## src/rtl/gate_mon_pkg.sv

```systemverilog
// rtl/gate_mon_pkg.sv - shared FSM encoding and saturating helper for the gate-drive monitor
package gate_mon_pkg;

    localparam logic [2:0] ST_IDLE   = 3'd0;
    localparam logic [2:0] ST_D1_ON  = 3'd1;
    localparam logic [2:0] ST_DEAD_A = 3'd2;
    localparam logic [2:0] ST_D2_ON  = 3'd3;
    localparam logic [2:0] ST_DEAD_B = 3'd4;
    localparam logic [2:0] ST_FAULT  = 3'd5;

    typedef enum logic [2:0] {
        S_IDLE   = ST_IDLE,
        S_D1_ON  = ST_D1_ON,
        S_DEAD_A = ST_DEAD_A,
        S_D2_ON  = ST_D2_ON,
        S_DEAD_B = ST_DEAD_B,
        S_FAULT  = ST_FAULT
    } state_t;

    // Counters up to 32 bits share this; callers pass their own all-ones ceiling.
    function automatic logic [31:0] sat_inc(input logic [31:0] value, input logic [31:0] max_val);
        return (value >= max_val) ? max_val : value + 32'd1;
    endfunction

endpackage

```

## src/rtl/sync_2ff.sv

```systemverilog
// rtl/sync_2ff.sv - two-flop synchronizer, resets to 0
module sync_2ff (
    input  logic i_clk,
    input  logic i_rst,
    input  logic i_d,
    output logic o_q
);

    logic r_meta;
    logic r_sync;

    always_ff @(posedge i_clk) begin
        if (i_rst) begin
            r_meta <= 1'b0;
            r_sync <= 1'b0;
        end else begin
            r_meta <= i_d;
            r_sync <= r_meta;
        end
    end

    assign o_q = r_sync;

endmodule

```

## src/rtl/gate_drive_monitor.sv

```systemverilog
// rtl/gate_drive_monitor.sv - gate-drive pair monitor: period/high/dead-time measurement and fault latches
module gate_drive_monitor
    import gate_mon_pkg::*;
#(
    parameter int CNT_W       = 16,
    parameter int MIN_DEAD    = 3,
    parameter int SHOOT_LIMIT = 1
) (
    input  logic             clk_50,
    input  logic             rst,
    input  logic             drv_1_in,
    input  logic             drv_2_in,
    input  logic             fault_clr,
    output logic [CNT_W-1:0] period,
    output logic [CNT_W-1:0] high_time,
    output logic [CNT_W-1:0] dead_last,
    output logic             meas_valid,
    output logic             shoot_fault,
    output logic             dead_fault
);

    localparam logic [31:0] CNT_MAX    = 32'hFFFF_FFFF >> (32 - CNT_W);
    localparam logic [31:0] MIN_DEAD_L = 32'(MIN_DEAD);
    localparam logic [31:0] SHOOT_L    = 32'(SHOOT_LIMIT);

    logic             w_d1;
    logic             w_d2;
    logic             w_d1_rise;
    logic             w_both_hi;
    logic             w_both_lo;
    logic             w_shoot_det;
    logic             w_dead_upd;
    logic [CNT_W-1:0] w_dead_val;
    logic             w_dead_viol;
    logic             w_clr_ok;

    logic             r_d1_q;
    logic             r_armed;
    logic [CNT_W-1:0] r_per_cnt;
    logic [CNT_W-1:0] r_high_cnt;
    logic [CNT_W-1:0] r_period;
    logic [CNT_W-1:0] r_high_time;
    logic             r_meas_valid;
    state_t           r_state;
    logic [CNT_W-1:0] r_dead_cnt;
    logic [CNT_W-1:0] r_both_cnt;
    logic [CNT_W-1:0] r_dead_last;
    logic             r_shoot_fault;
    logic             r_dead_fault;

    sync_2ff u_sync_d1 (.i_clk(clk_50), .i_rst(rst), .i_d(drv_1_in), .o_q(w_d1));
    sync_2ff u_sync_d2 (.i_clk(clk_50), .i_rst(rst), .i_d(drv_2_in), .o_q(w_d2));

    assign w_d1_rise   = w_d1 & ~r_d1_q;
    assign w_both_hi   = w_d1 & w_d2;
    assign w_both_lo   = ~w_d1 & ~w_d2;
    assign w_shoot_det = w_both_hi && (sat_inc(32'(r_both_cnt), CNT_MAX) >= SHOOT_L);

    // A commutation completes when the opposite driver turns on; a direct swap reports zero dead time.
    always_comb begin
        w_dead_upd = 1'b0;
        w_dead_val = '0;
        case (r_state)
            S_D1_ON:  if (!w_d1 && w_d2) w_dead_upd = 1'b1;
            S_DEAD_A: if (!w_d1 && w_d2) begin
                w_dead_upd = 1'b1;
                w_dead_val = r_dead_cnt;
            end
            S_D2_ON:  if (w_d1 && !w_d2) w_dead_upd = 1'b1;
            S_DEAD_B: if (w_d1 && !w_d2) begin
                w_dead_upd = 1'b1;
                w_dead_val = r_dead_cnt;
            end
            default: ;
        endcase
    end

    assign w_dead_viol = w_dead_upd && (32'(w_dead_val) < MIN_DEAD_L);
    assign w_clr_ok    = fault_clr && !w_both_hi && !w_shoot_det && !w_dead_viol;

    always_ff @(posedge clk_50) begin
        if (rst) begin
            r_d1_q       <= 1'b0;
            r_armed      <= 1'b0;
            r_per_cnt    <= '0;
            r_high_cnt   <= '0;
            r_period     <= '0;
            r_high_time  <= '0;
            r_meas_valid <= 1'b0;
        end else begin
            r_d1_q       <= w_d1;
            r_meas_valid <= 1'b0;
            if (w_d1_rise) begin
                // The edge cycle itself is high and belongs to the new period.
                r_per_cnt  <= '0;
                r_high_cnt <= CNT_W'(1);
                r_armed    <= 1'b1;
                if (r_armed) begin
                    r_period     <= CNT_W'(sat_inc(32'(r_per_cnt), CNT_MAX));
                    r_high_time  <= r_high_cnt;
                    r_meas_valid <= 1'b1;
                end
            end else begin
                r_per_cnt <= CNT_W'(sat_inc(32'(r_per_cnt), CNT_MAX));
                if (w_d1) begin
                    r_high_cnt <= CNT_W'(sat_inc(32'(r_high_cnt), CNT_MAX));
                end
            end
        end
    end

    always_ff @(posedge clk_50) begin
        if (rst) begin
            r_state       <= S_IDLE;
            r_dead_cnt    <= '0;
            r_both_cnt    <= '0;
            r_dead_last   <= '0;
            r_shoot_fault <= 1'b0;
            r_dead_fault  <= 1'b0;
        end else begin
            r_both_cnt <= w_both_hi ? CNT_W'(sat_inc(32'(r_both_cnt), CNT_MAX)) : '0;

            if (w_shoot_det) begin
                r_shoot_fault <= 1'b1;
            end else if (w_clr_ok) begin
                r_shoot_fault <= 1'b0;
            end

            if (w_dead_viol) begin
                r_dead_fault <= 1'b1;
            end else if (w_clr_ok) begin
                r_dead_fault <= 1'b0;
            end

            if (w_dead_upd) begin
                r_dead_last <= w_dead_val;
            end

            if (w_shoot_det) begin
                r_state <= S_FAULT;
            end else begin
                case (r_state)
                    S_IDLE: begin
                        if (w_d1) begin
                            r_state <= S_D1_ON;
                        end else if (w_d2) begin
                            r_state <= S_D2_ON;
                        end
                    end
                    S_D1_ON: begin
                        if (!w_d1 && w_d2) begin
                            r_state <= S_D2_ON;
                        end else if (w_both_lo) begin
                            r_state    <= S_DEAD_A;
                            r_dead_cnt <= CNT_W'(1);
                        end
                    end
                    S_DEAD_A: begin
                        if (w_d1 && !w_d2) begin
                            r_state <= S_D1_ON;
                        end else if (!w_d1 && w_d2) begin
                            r_state <= S_D2_ON;
                        end else if (w_both_lo) begin
                            r_dead_cnt <= CNT_W'(sat_inc(32'(r_dead_cnt), CNT_MAX));
                        end
                    end
                    S_D2_ON: begin
                        if (w_d1 && !w_d2) begin
                            r_state <= S_D1_ON;
                        end else if (w_both_lo) begin
                            r_state    <= S_DEAD_B;
                            r_dead_cnt <= CNT_W'(1);
                        end
                    end
                    S_DEAD_B: begin
                        if (!w_d1 && w_d2) begin
                            r_state <= S_D2_ON;
                        end else if (w_d1 && !w_d2) begin
                            r_state <= S_D1_ON;
                        end else if (w_both_lo) begin
                            r_dead_cnt <= CNT_W'(sat_inc(32'(r_dead_cnt), CNT_MAX));
                        end
                    end
                    S_FAULT: begin
                        if (fault_clr && w_both_lo) begin
                            r_state <= S_IDLE;
                        end
                    end
                    default: r_state <= S_IDLE;
                endcase
            end
        end
    end

    assign period      = r_period;
    assign high_time   = r_high_time;
    assign dead_last   = r_dead_last;
    assign meas_valid  = r_meas_valid;
    assign shoot_fault = r_shoot_fault;
    assign dead_fault  = r_dead_fault;

endmodule

```

## config.mk

```make
export PLATFORM = sky130hd
export DESIGN_NAME = gate_drive_monitor
export DESIGN_NICKNAME = d
export VERILOG_FILES = /design/src/rtl/gate_mon_pkg.sv /design/src/rtl/sync_2ff.sv /design/src/rtl/gate_drive_monitor.sv
export SDC_FILE = /design/constraint.sdc
export NUM_CORES = 1
export LEC_CHECK = 0
export ABC_AREA = 1
export BUFFER_PORTS_ARGS = -buffer_cell sky130_fd_sc_hd__buf_2
export CAP_MARGIN = 20
export CORE_MARGIN = 2
export CORE_UTILIZATION = 45
export DETAILED_ROUTE_END_ITERATION = 10
export GPL_TIMING_DRIVEN = 1
export MAX_ROUTING_LAYER = met4
export PLACE_DENSITY = 0.69
export SKIP_LAST_GASP = 1
export SYNTH_ARGS = -nofsm -noshare
export SYNTH_HDL_FRONTEND = slang
export SYNTH_HIERARCHICAL = 1
export SYNTH_SLANG_ARGS = --single-unit
```

## constraint.sdc

```tcl
create_clock -name clk_50 -period 3.73 [get_ports clk_50]
set_input_delay 0.746 -clock clk_50 [delete_from_list [all_inputs] [get_ports clk_50]]
set_output_delay 0.746 -clock clk_50 [all_outputs]
set_load 0.02 [all_outputs]
```

# ---- Word-level counts from Yosys, hierarchy flattened
# Index checks and enable logic that the tools add are counted.
dict set report totals {
  regBits 124
  in_bits 5
  output_inout_bits 51
  word_cells 127
}
dict set report classes {
  addsub 4
  order_cmp 6
  eq_ne 23
  mux 38
  bitwise 9
  n_reduce_logical 28
}
# op n
set ops {}
lappend ops {{16-bit 2-to-1 mux} 13}
lappend ops {{16-bit greater-or-equal comparator (second input constant)} 4}
lappend ops {{16-bit one-hot mux with 4 select lines} 1}
lappend ops {{16-bit by 1-bit adder with 16-bit output (second input constant)} 3}
lappend ops {{3-bit 2-to-1 mux} 12}
lappend ops {{32-bit by 1-bit greater-or-equal comparator with 1-bit output (second input constant)} 1}
lappend ops {{16-bit one-hot mux with 2 select lines} 1}
lappend ops {{3-bit one-hot mux with 6 select lines} 1}
lappend ops {{16-bit by 1-bit adder with 17-bit output (second input constant)} 1}
lappend ops {{17-bit 2-to-1 mux} 1}
lappend ops {{16-bit by 2-bit < comparator with 1-bit output (second input constant)} 1}
lappend ops {{4-bit != test (second input constant)} 4}
lappend ops {{3-bit != test (second input constant)} 5}
lappend ops {{2-bit != test (second input constant)} 7}
lappend ops {{6-bit AND reduction} 2}
lappend ops {{2-bit OR reduction} 6}
lappend ops {{1-bit logical AND} 8}
lappend ops {{1-bit 2-to-1 mux} 8}
lappend ops {{8-bit AND reduction} 1}
lappend ops {{3-bit by 2-bit == test with 1-bit output (second input constant)} 2}
lappend ops {{3-bit == test (second input constant)} 2}
lappend ops {{1-bit NOT} 6}
lappend ops {{2-bit nonzero test} 3}
lappend ops {{1-bit zero test} 5}
lappend ops {{8 further kinds} 10}

# ---- Depth between registers and ports, before layout
dict set report depth {
  depth_word 10
  ltp_mapped 16
  mapped_depth_nobuf 16
}

# ---- Cells and area by module
# Netlist, hierarchy kept.
# mod instances cells_per_inst area_each_um2 seq_area_each_um2
set modules_own_cells {}
lappend modules_own_cells {gate_drive_monitor 1 847 6033.3 2402.3}
lappend modules_own_cells {sync_2ff 2 6 55.1 40.0}

# ---- Worst setup path before layout
# No wires, ideal clock.
dict set report synth_timing {
  path_type {reg2reg}
  from {register u_sync_d1.r_sync, in the netlist u_sync_d1/o_q}
  to {register r_dead_cnt[10]}
  setup_ps 64
  arrival_ps 1969
  required_ps 3666
  path_slack_ps 1697
  path_stages_with_launch 12
  path_buffers 2
  synth_period_minus_slack_ps 2033
  path_cell_list {dfxtp_1 > inv_1 > ha_1 > inv_1 > o22ai_2 > nor2_4 > inv_2 > a211oi_2 > buf_6 > buf_6 > a21oi_1 > nor2_1}
}
dict set report synth_between {
  elab_chain_len 6
  elab_cells_between_ends 24
  cone_classes {6 x eq/ne; 9 x mux; 4 x bitwise; 5 x reduce/logical}
}
# element line
set synth_rtl {}
lappend synth_rtl {{start: declaration} sync_2ff.sv:10} ;# logic r_sync;
lappend synth_rtl {{start signal: assignment} sync_2ff.sv:18} ;# r_sync <= r_meta;
lappend synth_rtl {{1-bit NOT} gate_drive_monitor.sv:56} ;# assign w_both_lo = ~w_d1 & ~w_d2;
lappend synth_rtl {{1-bit bitwise AND} gate_drive_monitor.sv:56}
lappend synth_rtl {{16-bit 2-to-1 mux} --}
lappend synth_rtl {{16-bit 2-to-1 mux, on equally long branches (2 in series)} --}
lappend synth_rtl {{16-bit one-hot mux with 4 select lines} --}
lappend synth_rtl {{end signal: assignment} gate_drive_monitor.sv:164} ;# r_dead_cnt <= CNT_W'(sat_inc(32'(r_dead_cnt), CNT_MAX));
lappend synth_rtl {{end signal: assignment} gate_drive_monitor.sv:181} ;# r_dead_cnt <= CNT_W'(sat_inc(32'(r_dead_cnt), CNT_MAX));
lappend synth_rtl {{end: declaration} gate_drive_monitor.sv:45} ;# logic [CNT_W-1:0] r_dead_cnt;
# Several ways; a longest one is shown, not always the timed one. The select of a mux whose other input is x is not followed.
# A chain may end at the register's enable or synchronous reset.

# ---- Final worst setup path
dict set report layout_timing {
  from {register u_sync_d1.r_sync, in the netlist u_sync_d1/o_q}
  to {register r_dead_cnt[8]}
}
# The elaborated chain is that of the path after synthesis.

==> summary.txt <==
HPWL after detailed placement: 9570 µm
Die span in y: 121 µm
Period minus WS final: 2.90 ns
Leakage: 3.28 nW
Pint: 2.78 mW
CTS Root Cell: clkbuf_16
Final antenna-violating net count: 0
Pwr/cell area: 580 nW/µm²
First-pass GRT wire length: 23500 µm
Netlist cell types: 46
Placed cells: 1062
Largest net degree at the start of global routing: 41
Final Setup Violations: 0
Final core occ: 0.533
IO buf count: 55
Die ar.: 14600 µm²
CTS tree: built
Syn Std Cell Area: 6140 µm²
# H-tree levels: 4
Psw: 1.34 mW
Finished Layout Cells: 1094
Final hold vios: 0
Max Fclk: 0.345 GHz
Sw frac: 0.326
RSZ-0062 raised after global routing: false
Seq/Total Area, Yosys: 0.404
Outcome: finished, final reports clean
Num Clock Sinks: 124
CTS buffer count: 17
Area Overhead vs Synth: 15.4%
PostCTS Resize Cnt: 0
Final WL: 13700 µm
Layout Skew: 0.00714 ns
Vias: 5479
Boundary pin count: 56
Setup CP Type: register to register
Met1 wire length: 6790 µm
Residual DRC: 0
Grt total ovfl: 0
Async SR Flop Fraction: 0
Minimum hold slack: 0.404 ns
WP data required: 4.06 ns
Primary FF master, synth: dfxtp_1
CP max FO: 29
Combinational group share of total power: 0.202
Worst VDD drop: 367 µV
Met3 WL post-DR: 717 µm
Syn Nets: 872
Number of setup buffers added after CTS: 0
Worst-skew pair later-pin latency: 0.43 ns
Commonest non-fill, non-tap cells in the layout: 169 x nand2_1, 132 x nor2_1, 124 x dfxtp_1
Final Max Tran Viols: 0
GRT Overall Usage: 0.206
Vias/cell: 5.01
Ys Warns: 6
Register share of total power: 0.386
Met2 routed WL: 5960 µm
Critical Path End Type: register
Worst-margin pin slew: 0.790 ns
Max-Cap Viols: 0
Initial Util: 0.462
Share of layout cells above drive strength 1: 0.168
Worst Hold Class: register to register
Die width: 121 µm
Crit start category: register
Routed length per instance: 12.5 µm
Antenna diodes: 0
Hold buffers post-CTS: 0
NumNets Final: 918
CTS max path bufs: 2
Clock Power Share: 0.411
TritonRoute pass-1 iters: 5
Slew HR: 0.474
Commonest non-fill, non-tap cell in the layout: nand2_1
Syn Area/Cell: 7.15 µm²
Post-synthesis cell count: 859
WP data arrival: 3.23 ns
Row cnt: 42
Clock transition at path regs: 0.06 ns
Initial antenna violation count: 0
Total core area: 13300 µm²
Vias in the first global route: 5046
Iteration-0 DRC Markers: 374
Highest routed layer: met4
Final setup TNS: 0 ns
Final period util: 0.777
Post-synth EDFFs: 0
FF+latch count, synth: 124
Routability congestion estimate: 0.853
[state kept, by name, indices dropped and copies added, names as in the netlist]
name,cells
r_state,3
r_high_cnt,16
meas_valid,1
shoot_fault,1
r_both_cnt,16
dead_last,16
u_sync_d2/r_meta,1
r_d1_q,1
dead_fault,1
r_dead_cnt,16
u_sync_d1/r_meta,1
u_sync_d1/o_q,1
r_armed,1
u_sync_d2/o_q,1
r_per_cnt,16
period,16
high_time,16
[Yosys cell counts (9+ instances only)]
library cell / instances / share of area
nor2_2: 9 / 0.0092
nand3_2: 15 / 0.024
dfxtp_1: 124 / 0.40
o21ai_0: 62 / 0.051
nor2_1: 133 / 0.081
nand2_1: 169 / 0.10
nor3_1: 11 / 0.0090
nand3_1: 43 / 0.035
xor2_1: 12 / 0.017
clkbuf_1: 19 / 0.012
a31oi_1: 10 / 0.010
nand4_1: 12 / 0.012
xnor2_1: 9 / 0.013
inv_1: 98 / 0.060
a21oi_1: 48 / 0.039
[layout make-up]
cell class,count,area [µm²]
tap,176,220
clock buffer,17,425
timing repair buffer,59,305
fill,1314,6200
sequential,124,2480
multi-input combinational,600,3090
clock inverter,15,179
inverter,103,387
[per-stage QoR]
stage	power [mW]	worst slack, ns	cell area (µm²)
after CTS	4.14	0.833	7090
after floorplan	2.32	1.70	6140
after detailed placement	2.45	0.857	6490
final	4.12	0.831	7090
after global routing	4.32	0.459	7090
after global placement	2.42	0.933	6490
[power by group through the flow]
stage | sequential (mW) | combinational, mW | clock, mW
finish | 1.59 | 0.833 | 1.69
global route | 1.61 | 0.951 | 1.77
CTS | 1.59 | 0.836 | 1.72
detailed placement | 1.62 | 0.832 | 0
global placement | 1.61 | 0.811 | 0
floorplan | 1.55 | 0.767 | 0
[final timing paths]
check / startpoint / end / slack (ns) / cells past startpoint
worst max-delay path: u_sync_d1/o_q / r_dead_cnt[8] / 0.83 / 11
worst min-delay path: u_sync_d2/r_meta / u_sync_d2/o_q / 0.40 / 2
worst max register to register: u_sync_d1/o_q / r_dead_cnt[8] / 0.83 / 11
worst min register to register: u_sync_d2/r_meta / u_sync_d2/o_q / 0.40 / 2
[cell families after synthesis]
logic type,synth area share
muxes,0.00183
DFF,0.404
buffers and inverters,0.0941
AOI/OAI and AO/OA,0.144
adders and majority gates,0.0163
and+or+nand+nor,0.310
xor gates and xnor gates,0.0299
[routing by layer]
metal	global-route usage	vias to the layer above
met5	-	-
met3	0.0495	19
li1	-	2870
met1	0.271	2456
met4	0.0778	0
met2	0.305	134
[worst max-delay path, stage by stage, from the launching register on]
cell      delay (ns)
dfxtp_1         0.51
inv_1           0.23
ha_1            0.26
inv_1           0.14
o22ai_2         0.30
nor2_4          0.41
inv_2           0.10
a211oi_4        0.15
buf_4           0.39
nand2_2         0.13
nor2_1          0.13
nor2_1          0.05
(Power assumes the default switching activity.)
